File: src/rtl/opcodes_pkg.sv
// -----------------------------------------------------------------------------
// opcodes_pkg
// Shared definitions for the stacked control unit: the instruction opcode
// encoding, the sequencer state encoding, and a helper that identifies the
// control-flow opcodes which present NOP to the datapath.
// -----------------------------------------------------------------------------
package opcodes_pkg;

   localparam int OPC_W = 4;

   // NOP/STA/JMP/JMPZ/JMPNZ and the ALU ops keep the first-generation
   // encodings; CALL, RET and HALT occupy previously unused codes.
   typedef enum logic [OPC_W-1:0] {
      NOP   = 4'h0,
      LDA   = 4'h1,
      STA   = 4'h2,
      ADD   = 4'h3,
      SUB   = 4'h4,
      LAND  = 4'h5,
      LOR   = 4'h6,
      LXOR  = 4'h7,
      JMP   = 4'h8,
      JMPZ  = 4'h9,
      JMPNZ = 4'hA,
      CALL  = 4'hB,
      RET   = 4'hC,
      HALT  = 4'hF
   } opcode_t;

   typedef enum logic [1:0] {
      FETCH   = 2'd0,
      EXECUTE = 2'd1,
      HALTED  = 2'd2
   } state_t;

   // CALL, RET and HALT are sequencer-only and must not reach the datapath.
   function automatic logic is_control_op(input opcode_t op);
      return (op == CALL) || (op == RET) || (op == HALT);
   endfunction

endpackage

File: src/rtl/return_stack.sv
// -----------------------------------------------------------------------------
// return_stack
// LIFO of DEPTH entries of WIDTH bits holding return addresses.
// Ports:
//   clock  - rising-edge clock
//   reset  - asynchronous active-high reset to empty
//   push   - write din on top (ignored when full)
//   pop    - discard top entry (ignored when empty)
//   din    - value to push
//   dout   - current top entry (zero when empty)
//   full   - DEPTH entries held
//   empty  - no entries held
// -----------------------------------------------------------------------------
module return_stack #(
   parameter int DEPTH = 4,
   parameter int WIDTH = 12
) (
   input  logic             clock,
   input  logic             reset,
   input  logic             push,
   input  logic             pop,
   input  logic [WIDTH-1:0] din,
   output logic [WIDTH-1:0] dout,
   output logic             full,
   output logic             empty
);

   localparam int CNT_W = $clog2(DEPTH + 1);
   localparam int IDX_W = (DEPTH > 1) ? $clog2(DEPTH) : 1;

   logic [WIDTH-1:0] entry_r [DEPTH];
   logic [CNT_W-1:0] count_r;
   logic [CNT_W-1:0] top_idx_s;

   assign full      = (count_r == CNT_W'(DEPTH));
   assign empty     = (count_r == CNT_W'(0));
   assign top_idx_s = count_r - CNT_W'(1);

   // Top-of-stack read; the index is only meaningful when non-empty.
   always_comb begin
      dout = {WIDTH{1'b0}};
      if (!empty) begin
         dout = entry_r[IDX_W'(top_idx_s)];
      end else begin
         dout = {WIDTH{1'b0}};
      end
   end

   // Entry storage and occupancy count; push has priority, guards stop over/underflow.
   always_ff @(posedge clock or posedge reset) begin
      if (reset) begin
         count_r <= CNT_W'(0);
         for (int i = 0; i < DEPTH; i++) begin
            entry_r[i] <= {WIDTH{1'b0}};
         end
      end else if (push && !full) begin
         entry_r[IDX_W'(count_r)] <= din;
         count_r                  <= count_r + CNT_W'(1);
      end else if (pop && !empty) begin
         count_r <= count_r - CNT_W'(1);
      end else begin
         count_r <= count_r;
      end
   end

endmodule

File: src/rtl/control_stacked.sv
// -----------------------------------------------------------------------------
// control_stacked
// Two-phase fetch/execute control unit with PC, IR, hardware return-address
// stack for CALL/RET, a HALT state and memory wait states.
// Ports:
//   clock        - rising-edge clock
//   reset        - asynchronous active-high reset
//   data         - instruction/data read bus
//   mem_ready    - memory completes the current access this cycle
//   zflag        - datapath zero flag (sampled on the advancing edge)
//   address      - memory address (PC in FETCH/HALTED, operand in EXECUTE)
//   operation    - opcode presented to the datapath
//   memory_write - write strobe, high through the whole STA execute
//   halted       - unit stopped
//   stack_fault  - sticky CALL overflow / RET underflow indication
// All outputs are registered: they are computed from the next-state values
// so they line up with the state they describe.
// -----------------------------------------------------------------------------
module control_stacked
   import opcodes_pkg::*;
#(
   parameter int ADDR_W      = 12,
   parameter int DATA_W      = 16,
   parameter int OP_W        = 4,
   parameter int STACK_DEPTH = 4
) (
   input  logic              clock,
   input  logic              reset,
   input  logic [DATA_W-1:0] data,
   input  logic              mem_ready,
   input  logic              zflag,
   output logic [ADDR_W-1:0] address,
   output logic [OP_W-1:0]   operation,
   output logic              memory_write,
   output logic              halted,
   output logic              stack_fault
);

   if (DATA_W - OP_W < ADDR_W) begin : g_bad_width
      $fatal(1, "control_stacked: DATA_W-OP_W must be >= ADDR_W");
   end
   if (OP_W != OPC_W) begin : g_bad_opw
      $fatal(1, "control_stacked: OP_W must match the opcode encoding width");
   end
   if (STACK_DEPTH < 1) begin : g_bad_depth
      $fatal(1, "control_stacked: STACK_DEPTH must be >= 1");
   end

   state_t            state_r, state_s;
   logic [ADDR_W-1:0] pc_r, pc_s;
   logic [DATA_W-1:0] ir_r, ir_s;
   logic              fault_s;
   logic              push_s, pop_s;
   logic [ADDR_W-1:0] stack_top_s;
   logic              stack_full_s, stack_empty_s;
   opcode_t           opc_s, nxt_opc_s;
   logic [ADDR_W-1:0] operand_s;
   logic [ADDR_W-1:0] addr_s;
   logic [OP_W-1:0]   op_s;
   logic              wr_s, halt_s;

   assign opc_s     = opcode_t'(ir_r[DATA_W-1 -: OP_W]);
   assign nxt_opc_s = opcode_t'(ir_s[DATA_W-1 -: OP_W]);
   assign operand_s = ir_r[ADDR_W-1:0];

   return_stack #(
      .DEPTH (STACK_DEPTH),
      .WIDTH (ADDR_W)
   ) u_stack (
      .clock (clock),
      .reset (reset),
      .push  (push_s),
      .pop   (pop_s),
      .din   (pc_r),
      .dout  (stack_top_s),
      .full  (stack_full_s),
      .empty (stack_empty_s)
   );

   // Sequencer next-state, PC, IR, stack control and fault decision.
   always_comb begin
      state_s = state_r;
      pc_s    = pc_r;
      ir_s    = ir_r;
      fault_s = stack_fault;
      push_s  = 1'b0;
      pop_s   = 1'b0;
      case (state_r)
         FETCH: begin
            if (mem_ready) begin
               ir_s    = data;
               pc_s    = pc_r + ADDR_W'(1);
               state_s = EXECUTE;
            end else begin
               state_s = FETCH;
            end
         end
         EXECUTE: begin
            if (mem_ready) begin
               state_s = FETCH;
               case (opc_s)
                  JMP: pc_s = operand_s;
                  JMPZ: begin
                     if (zflag) pc_s = operand_s;
                     else       pc_s = pc_r;
                  end
                  JMPNZ: begin
                     if (!zflag) pc_s = operand_s;
                     else        pc_s = pc_r;
                  end
                  CALL: begin
                     // PC already points past the CALL, so it is the return address.
                     if (!stack_full_s) begin
                        push_s = 1'b1;
                        pc_s   = operand_s;
                     end else begin
                        fault_s = 1'b1;
                        state_s = HALTED;
                     end
                  end
                  RET: begin
                     if (!stack_empty_s) begin
                        pop_s = 1'b1;
                        pc_s  = stack_top_s;
                     end else begin
                        fault_s = 1'b1;
                        state_s = HALTED;
                     end
                  end
                  HALT:    state_s = HALTED;
                  default: pc_s = pc_r;
               endcase
            end else begin
               state_s = EXECUTE;
            end
         end
         HALTED:  state_s = HALTED;
         default: state_s = FETCH;
      endcase
   end

   // Output values for the state being entered, so registered outputs match it.
   always_comb begin
      addr_s = pc_s;
      op_s   = NOP;
      wr_s   = 1'b0;
      halt_s = 1'b0;
      case (state_s)
         FETCH: begin
            addr_s = pc_s;
         end
         EXECUTE: begin
            addr_s = ir_s[ADDR_W-1:0];
            if (is_control_op(nxt_opc_s)) op_s = NOP;
            else                          op_s = nxt_opc_s;
            wr_s = (nxt_opc_s == STA);
         end
         HALTED: begin
            addr_s = pc_s;
            halt_s = 1'b1;
         end
         default: begin
            addr_s = pc_s;
         end
      endcase
   end

   // Architectural state and registered outputs.
   always_ff @(posedge clock or posedge reset) begin
      if (reset) begin
         state_r      <= FETCH;
         pc_r         <= {ADDR_W{1'b0}};
         ir_r         <= {DATA_W{1'b0}};
         stack_fault  <= 1'b0;
         address      <= {ADDR_W{1'b0}};
         operation    <= NOP;
         memory_write <= 1'b0;
         halted       <= 1'b0;
      end else begin
         state_r      <= state_s;
         pc_r         <= pc_s;
         ir_r         <= ir_s;
         stack_fault  <= fault_s;
         address      <= addr_s;
         operation    <= op_s;
         memory_write <= wr_s;
         halted       <= halt_s;
      end
   end

endmodule

File: config.mk
export PLATFORM = sky130hd
export DESIGN_NAME = control_stacked
export DESIGN_NICKNAME = d
export VERILOG_FILES = /design/src/rtl/opcodes_pkg.sv /design/src/rtl/return_stack.sv /design/src/rtl/control_stacked.sv
export SDC_FILE = /design/constraint.sdc
export NUM_CORES = 1
export LEC_CHECK = 0
export CORE_MARGIN = 2
export CORE_UTILIZATION = 59
export DETAILED_ROUTE_END_ITERATION = 7
export PLACE_DENSITY_LB_ADDON = 0.08
export SYNTH_ARGS = -nofsm -noshare
export SYNTH_HDL_FRONTEND = slang
export SYNTH_SLANG_ARGS = --single-unit
File: constraint.sdc
create_clock -name clock -period 3.5 [get_ports clock]
set_input_delay 0.525 -clock clock [delete_from_list [all_inputs] [get_ports clock]]
set_output_delay 0.525 -clock clock [all_outputs]
set_load 0.01 [all_outputs]
-- Word level (Yosys, flattened, before mapping)
Index checks and enable logic that the tools add are counted.
- bitwise operators: 2
- muxes and demuxes: 40
- eq/ne operators: 17
- $lt $le $gt $ge: 3
- reduce and logical (&&, ||, !) cells: 12
- add/sub/neg operators: 3
- operators with widths (kind ; number):
    $mux W12 ; 10
    $pmux W12 S5 ; 1
    $bwmux W48 ; 1
    $eq A4 B4 Y1 const B ; 9
    $mux W16 ; 2
    $bmux W12 S2 ; 1
    $demux W12 S2 ; 1
    $pmux W12 S2 ; 1
    $mux W1 ; 13
    $add A12 B1 Y12 const B ; 1
    $pmux W2 S3 ; 2
    $mux W4 ; 2
    $ge A3 B3 Y1 const B ; 2
    $mux W2 ; 3
    $mux W3 ; 2
    $not A2 Y3 ; 2
    $reduce_and A5 Y1 ; 1
    $eq A2 B1 Y1 const B ; 2
    $eq A2 B2 Y1 const B ; 2
    $eq A4 B2 Y1 const B ; 1
    $ne A2 B2 Y1 const B ; 2
    $reduce_bool A2 Y1 ; 2
    $add A3 B1 Y3 const B ; 1
    $eq A3 B3 Y1 const B ; 1
    other kinds (8) ; 12
- bits of input ports: 20
- logic and storage cells: 90
- flip-flop bits (word level): 100
- output and inout bits: 19

-- Depth between registers and ports, before layout
- depth after elaboration: 10
- gate-level depth with buffers: 10
- gate-level depth less buffers: 8

-- Cells and area by module
From an unflattened synthesis, not the netlist that was laid out.
- cells, all modules: 446
- area total of the unflattened synthesis: 5342.6 µm²
- modules (own cells, without submodules) (module ; sequential area each (µm²) ; area an instance (µm²) ; cells each ; times used):
    control_stacked ; 1226.2 ; 2748.9 ; 285 ; 1
    return_stack ; 1276.2 ; 2593.7 ; 161 ; 1

-- Worst setup path after synthesis
OpenSTA, ideal clock, no wires.
- path kind: register -> register
- start: reg u_stack.count_r[0]
- end: reg address[11]
- slack: 0.904 ns
- buffers on the path: 2
- period minus slack after synthesis: 2.596 ns
- arrival: 2.472 ns
- setup time: 0.125 ns
- stages on the path, launching flop included: 10
- required time: 3.375 ns
- path through: dfrtp_1 buf_2 inv_1 ha_1 buf_2 mux4_2 a32oi_1 o22ai_1 a31o_2 mux2_2
- cells in the longest elaborated chain, start to end: 10
- elaborated cells on any way between the ends: 19
- classes of those cells: 1 x add/sub; 2 x eq/ne; 14 x mux; 1 x bitwise; 1 x reduce/logical
- RTL lines (element ; line ; source):
    from (decl) ; return_stack.sv:32 ; logic [CNT_W-1:0] count_r;
    from (signal assigned) ; return_stack.sv:58 ; count_r <= count_r + CNT_W'(1);
    from (signal assigned) ; return_stack.sv:60 ; count_r <= count_r - CNT_W'(1);
    from (signal assigned) ; return_stack.sv:62 ; count_r <= count_r;
    $sub A3 B1 Y3 ; return_stack.sv:37 ; assign top_idx_s = count_r - CNT_W'(1);
    named net u_stack.top_idx_s[0] ; return_stack.sv:33 ; logic [CNT_W-1:0] top_idx_s;
    $not A2 Y3 (not written as such) ; return_stack.sv:43 ; dout = entry_r[IDX_W'(top_idx_s)];
    $bmux W12 S2 ; return_stack.sv:43 ;
    $mux W12 (not written as such) (2 in a row) ; return_stack.sv:43 ;
    $mux W12 ; control_stacked.sv:122 ; if (!stack_empty_s) begin
    $pmux W12 S5 ; control_stacked.sv:101 ; case (opc_s)
    $mux W12 ; control_stacked.sv:99 ; if (mem_ready) begin
    $pmux W12 S2 ; control_stacked.sv:88 ; case (state_r)
    named net pc_s[11] ; control_stacked.sv:50 ; logic [ADDR_W-1:0] pc_r, pc_s;
    $mux W12 ; control_stacked.sv:148 ; case (state_s)
    named net addr_s[11] ; control_stacked.sv:58 ; logic [ADDR_W-1:0] addr_s;
    to (signal assigned) ; control_stacked.sv:175 ; address <= {ADDR_W{1'b0}};
    to (signal assigned) ; control_stacked.sv:184 ; address <= addr_s;
    to (decl) ; control_stacked.sv:32 ; output logic [ADDR_W-1:0] address,
The timed path passes the listed nets, and every way through them passes these cells. The select of a mux whose other input is x is not followed.
A chain may end at the register's enable or synchronous reset.

-- Final worst setup path
- start: reg u_stack.count_r[1]
- end: reg address[10]
- cells in the longest elaborated chain, start to end: 10
- elaborated cells on any way between the ends: 19
- classes of those cells: 1 x add/sub; 2 x eq/ne; 14 x mux; 1 x bitwise; 1 x reduce/logical
- RTL lines (element ; line):
    $sub A3 B1 Y3 ; return_stack.sv:37
    $not A2 Y3 (not written as such) ; return_stack.sv:43
    $bmux W12 S2 ; return_stack.sv:43
    $mux W12 (not written as such) (2 in a row) ; return_stack.sv:43
    $mux W12 ; control_stacked.sv:122
    $pmux W12 S5 ; control_stacked.sv:101
    $mux W12 ; control_stacked.sv:99
    $pmux W12 S2 ; control_stacked.sv:88
    $mux W12 * ; control_stacked.sv:148
    named net addr_s[10] ; control_stacked.sv:58
The timed path passes the listed nets; every way through them passes the cells marked *. The select of a mux whose other input is x is not followed.

==> results.cfg <==
[die]
num_rows = 34
die_area_mm2 = 0.00970
ioPinCount = 39
chipHeight_um = 98.5
start_util_pct = 60.7
core_area_mm2 = 0.00868
die_x_um = 98.5

[grt]
grt_pass1_vias = 4119
grt_usage_pct = 29.0
grt_max_degree = 84
grt_pass1_wl_um = 21800
antenna_found_initial = 0
grt-ovfl-total = 0

[yosys]
synth.most_common_cell = dfrtp_1
postSynthCellCount = 497
ys.warnings.count = 0
yosys-top-cells-area = dfrtp_1 (48%), mux2_2 (9.0%), nand2_1 (5.9%)
syn_area_mm2 = 0.00527
async_reset_ff_share_pct = 100
synth_common_cells = dfrtp_1 (100), nand2_1 (83), mux2_2 (42)
syn-num-nets = 523
ys_seq_area_share_pct = 47.5
postSynthAreaPerCell_um2 = 10.6
yosysTopAreaCellShare_pct = 47.5
ys_types = 70
synth_top_area_cell = dfrtp_1
synth_ff_type = dfrtp_1
synth_enable_flop_cells = 0
synth_seq_cells = 100

[setup_path]
path_buf_inv = 1
crit_path_start_kind = flip-flop
reg2reg_from = u_stack.count_r[1]
cp_max_fo = 5
worstReg2RegEnd = address[10]
critPathCaptureType = flip-flop
crit_arrival_ns = 2.98
worst-r2r-cell-count = 8
cpPeakStageDelay_ns = 0.64
cp_top_family = compound AO/OA/AOI/OAI gates
crit_path_frequent_cell = o21ai_0
r2r_setup_slack_ns = 0.78
cp_cell_sequence = inv_1 > ha_1 > and2_1 > o21ai_0 > a21oi_1 > o21ai_0 > o31ai_1 > a31oi_1
critical_path_class = reg -> reg
path_depth = 8
cp.required_ns = 3.77
slowest_stage = o21ai_0

[timing]
tightest_slew_ns = 0.991
hold_viol = 0
whs_ns = 0.487
grt_setup_unrepaired = false
slew_headroom_pct = 33.9
fmax_mhz = 368
clock_skew_ns = 0.0119
setup-tns-final_ns = 0
setup_viol = 0
min_period_ns = 2.72
setup_slack_ns = 0.785
maxSlewViolCount = 0
fin_crit_sh_pct = 77.6

[detailed_routing]
drt_iter0_markers = 371
drt-wirelength-per-cell_um = 20.8
dr_total_vias = 4130
drt_drc_violations_left = 0
viasPerCell = 6.47
wl_met1_um = 5550
wl_met3_um = 1030
antenna_left = 0
first_pass_iters = 5
top_layer = met4
routed_wl_um = 13300
met2_wirelength_um = 6200

[placement]
port_buffers = 38
dp_slack_ns = 0.552
hpwl_um = 9390
gp_congestion = 0.934
dpl.cell_count = 622

[clocking]
cts_hold_buf = 0
cts_resized = 0
cts_made_buffers = 9
clk_pin_slew_ns = 0.10
cts.sinks = 100
clk_latency_ns = 0.38
htreeDepth = 3
cts_tree = yes
ctsLongestPathBuffers = 2
cts-root-buf = clkbuf_8
postCtsSetupBuffers = 0

[finish]
seq_area_mm2 = 0.00250
n_fill_cell = 680
area_growth_pct = 11.6
diodes = 0
finish.utilization_pct = 67.7
multi_input_area_mm2 = 0.00256
drive_above_1_share_pct = 17.9
fin_cells = 638
fin_nets = 551

[power_and_ir_drop]
total_leakage_power_nw = 2.69
power_per_cell_area_mw_per_mm2 = 346
worst_ir_drop_vdd_v = 0.000237

[min_path]
hold_end = stack_fault
min_from = stack_fault
hp-class = reg -> reg
whs_path_depth = 1

[run]
max_cap_violations = 0

[outcome]
status = completed
worst register-to-register path, stage by stage (launching register included):
cell     delay [ns]
dfrtp_1        0.43
inv_1          0.11
ha_1           0.28
and2_1         0.25
o21ai_0        0.64
a21oi_1        0.15
o21ai_0        0.34
o31ai_1        0.15
a31oi_1        0.25
registers in the layout (all words and copies together) (netlist names):
name             flops
halted               1
u_stack.count_r      3
stack_fault          1
operation            4
u_stack.entry_r     48
address             12
state_r              2
pc_r                12
memory_write         1
ir_r                16
how the worst max path moves through the flow:
stage | startpoint | to
after floorplan | reset | address[0]
after global placement | mem_ready | address[2]
after detailed placement | mem_ready | address[2]
after CTS | u_stack.count_r[1] | address[10]
after global routing | u_stack.count_r[1] | address[6]
final | u_stack.count_r[1] | address[10]
through the flow:
| step | power [W] | area [um2] |
|---|---|---|
| 6_report | 0.00203 | 5880 |
| 5_1_grt | 0.00211 | 5880 |
| 4_1_cts | 0.00204 | 5880 |
| 3_5_place_dp | 0.00131 | 5680 |
| 3_3_place_gp | 0.00131 | 5680 |
| 2_1_floorplan | 0.00126 | 5270 |
logic make-up after synthesis:
| kind of cell | Yosys count | synth area share, % |
|---|---|---|
| AO/OA/AOI/OAI | 109 | 14.0 |
| XOR/XNOR | 3 | 0.499 |
| AND/OR/NAND/NOR | 173 | 16.3 |
| adder cells (fa/ha/maj) | 6 | 1.43 |
| multiplexers | 66 | 16.4 |
| buffers and inverters | 40 | 3.78 |
| flip-flops | 100 | 47.5 |
layer usage:
metal	vias up	global-route usage [%]
met5	-	0
met4	0	11.1
met3	42	5.74
met2	206	45.2
met1	2024	40.8
li1	1858	-
cell usage in the layout (no fill, tap or decap), types with 5 or more instances in the layout:
cell type,Yosys,routed
o21ai_0,25,25
mux2i_1,11,11
nand2b_1,6,6
clkbuf_8,0,9
and2_1,5,5
mux2_2,42,42
inv_1,11,10
a31oi_1,5,5
o22ai_1,14,14
nand4_1,8,8
nand2_1,83,83
a21oi_1,20,20
clkdlybuf4s50_1,0,38
nor2_1,29,29
nand3_1,9,9
nor2b_1,5,5
mux4_2,12,12
buf_4,0,7
ha_1,6,6
dfrtp_1,100,100
where the power goes:
group          total [W]  internal (W)  switching, W
clock           0.000740      0.000282      0.000459
combinational   0.000113     0.0000415     0.0000711
sequential       0.00118       0.00116     0.0000156
total            0.00203       0.00149      0.000545
layout make-up:
type	count	area share, %
clock inverters	6	1.15
flip-flops and latches	100	42.6
inverters	12	0.809
multi-input cells	357	43.6
well taps	108	2.30
repair buffers	45	7.37
clock buffers	10	2.17
Power figures use the tool's default switching activity.
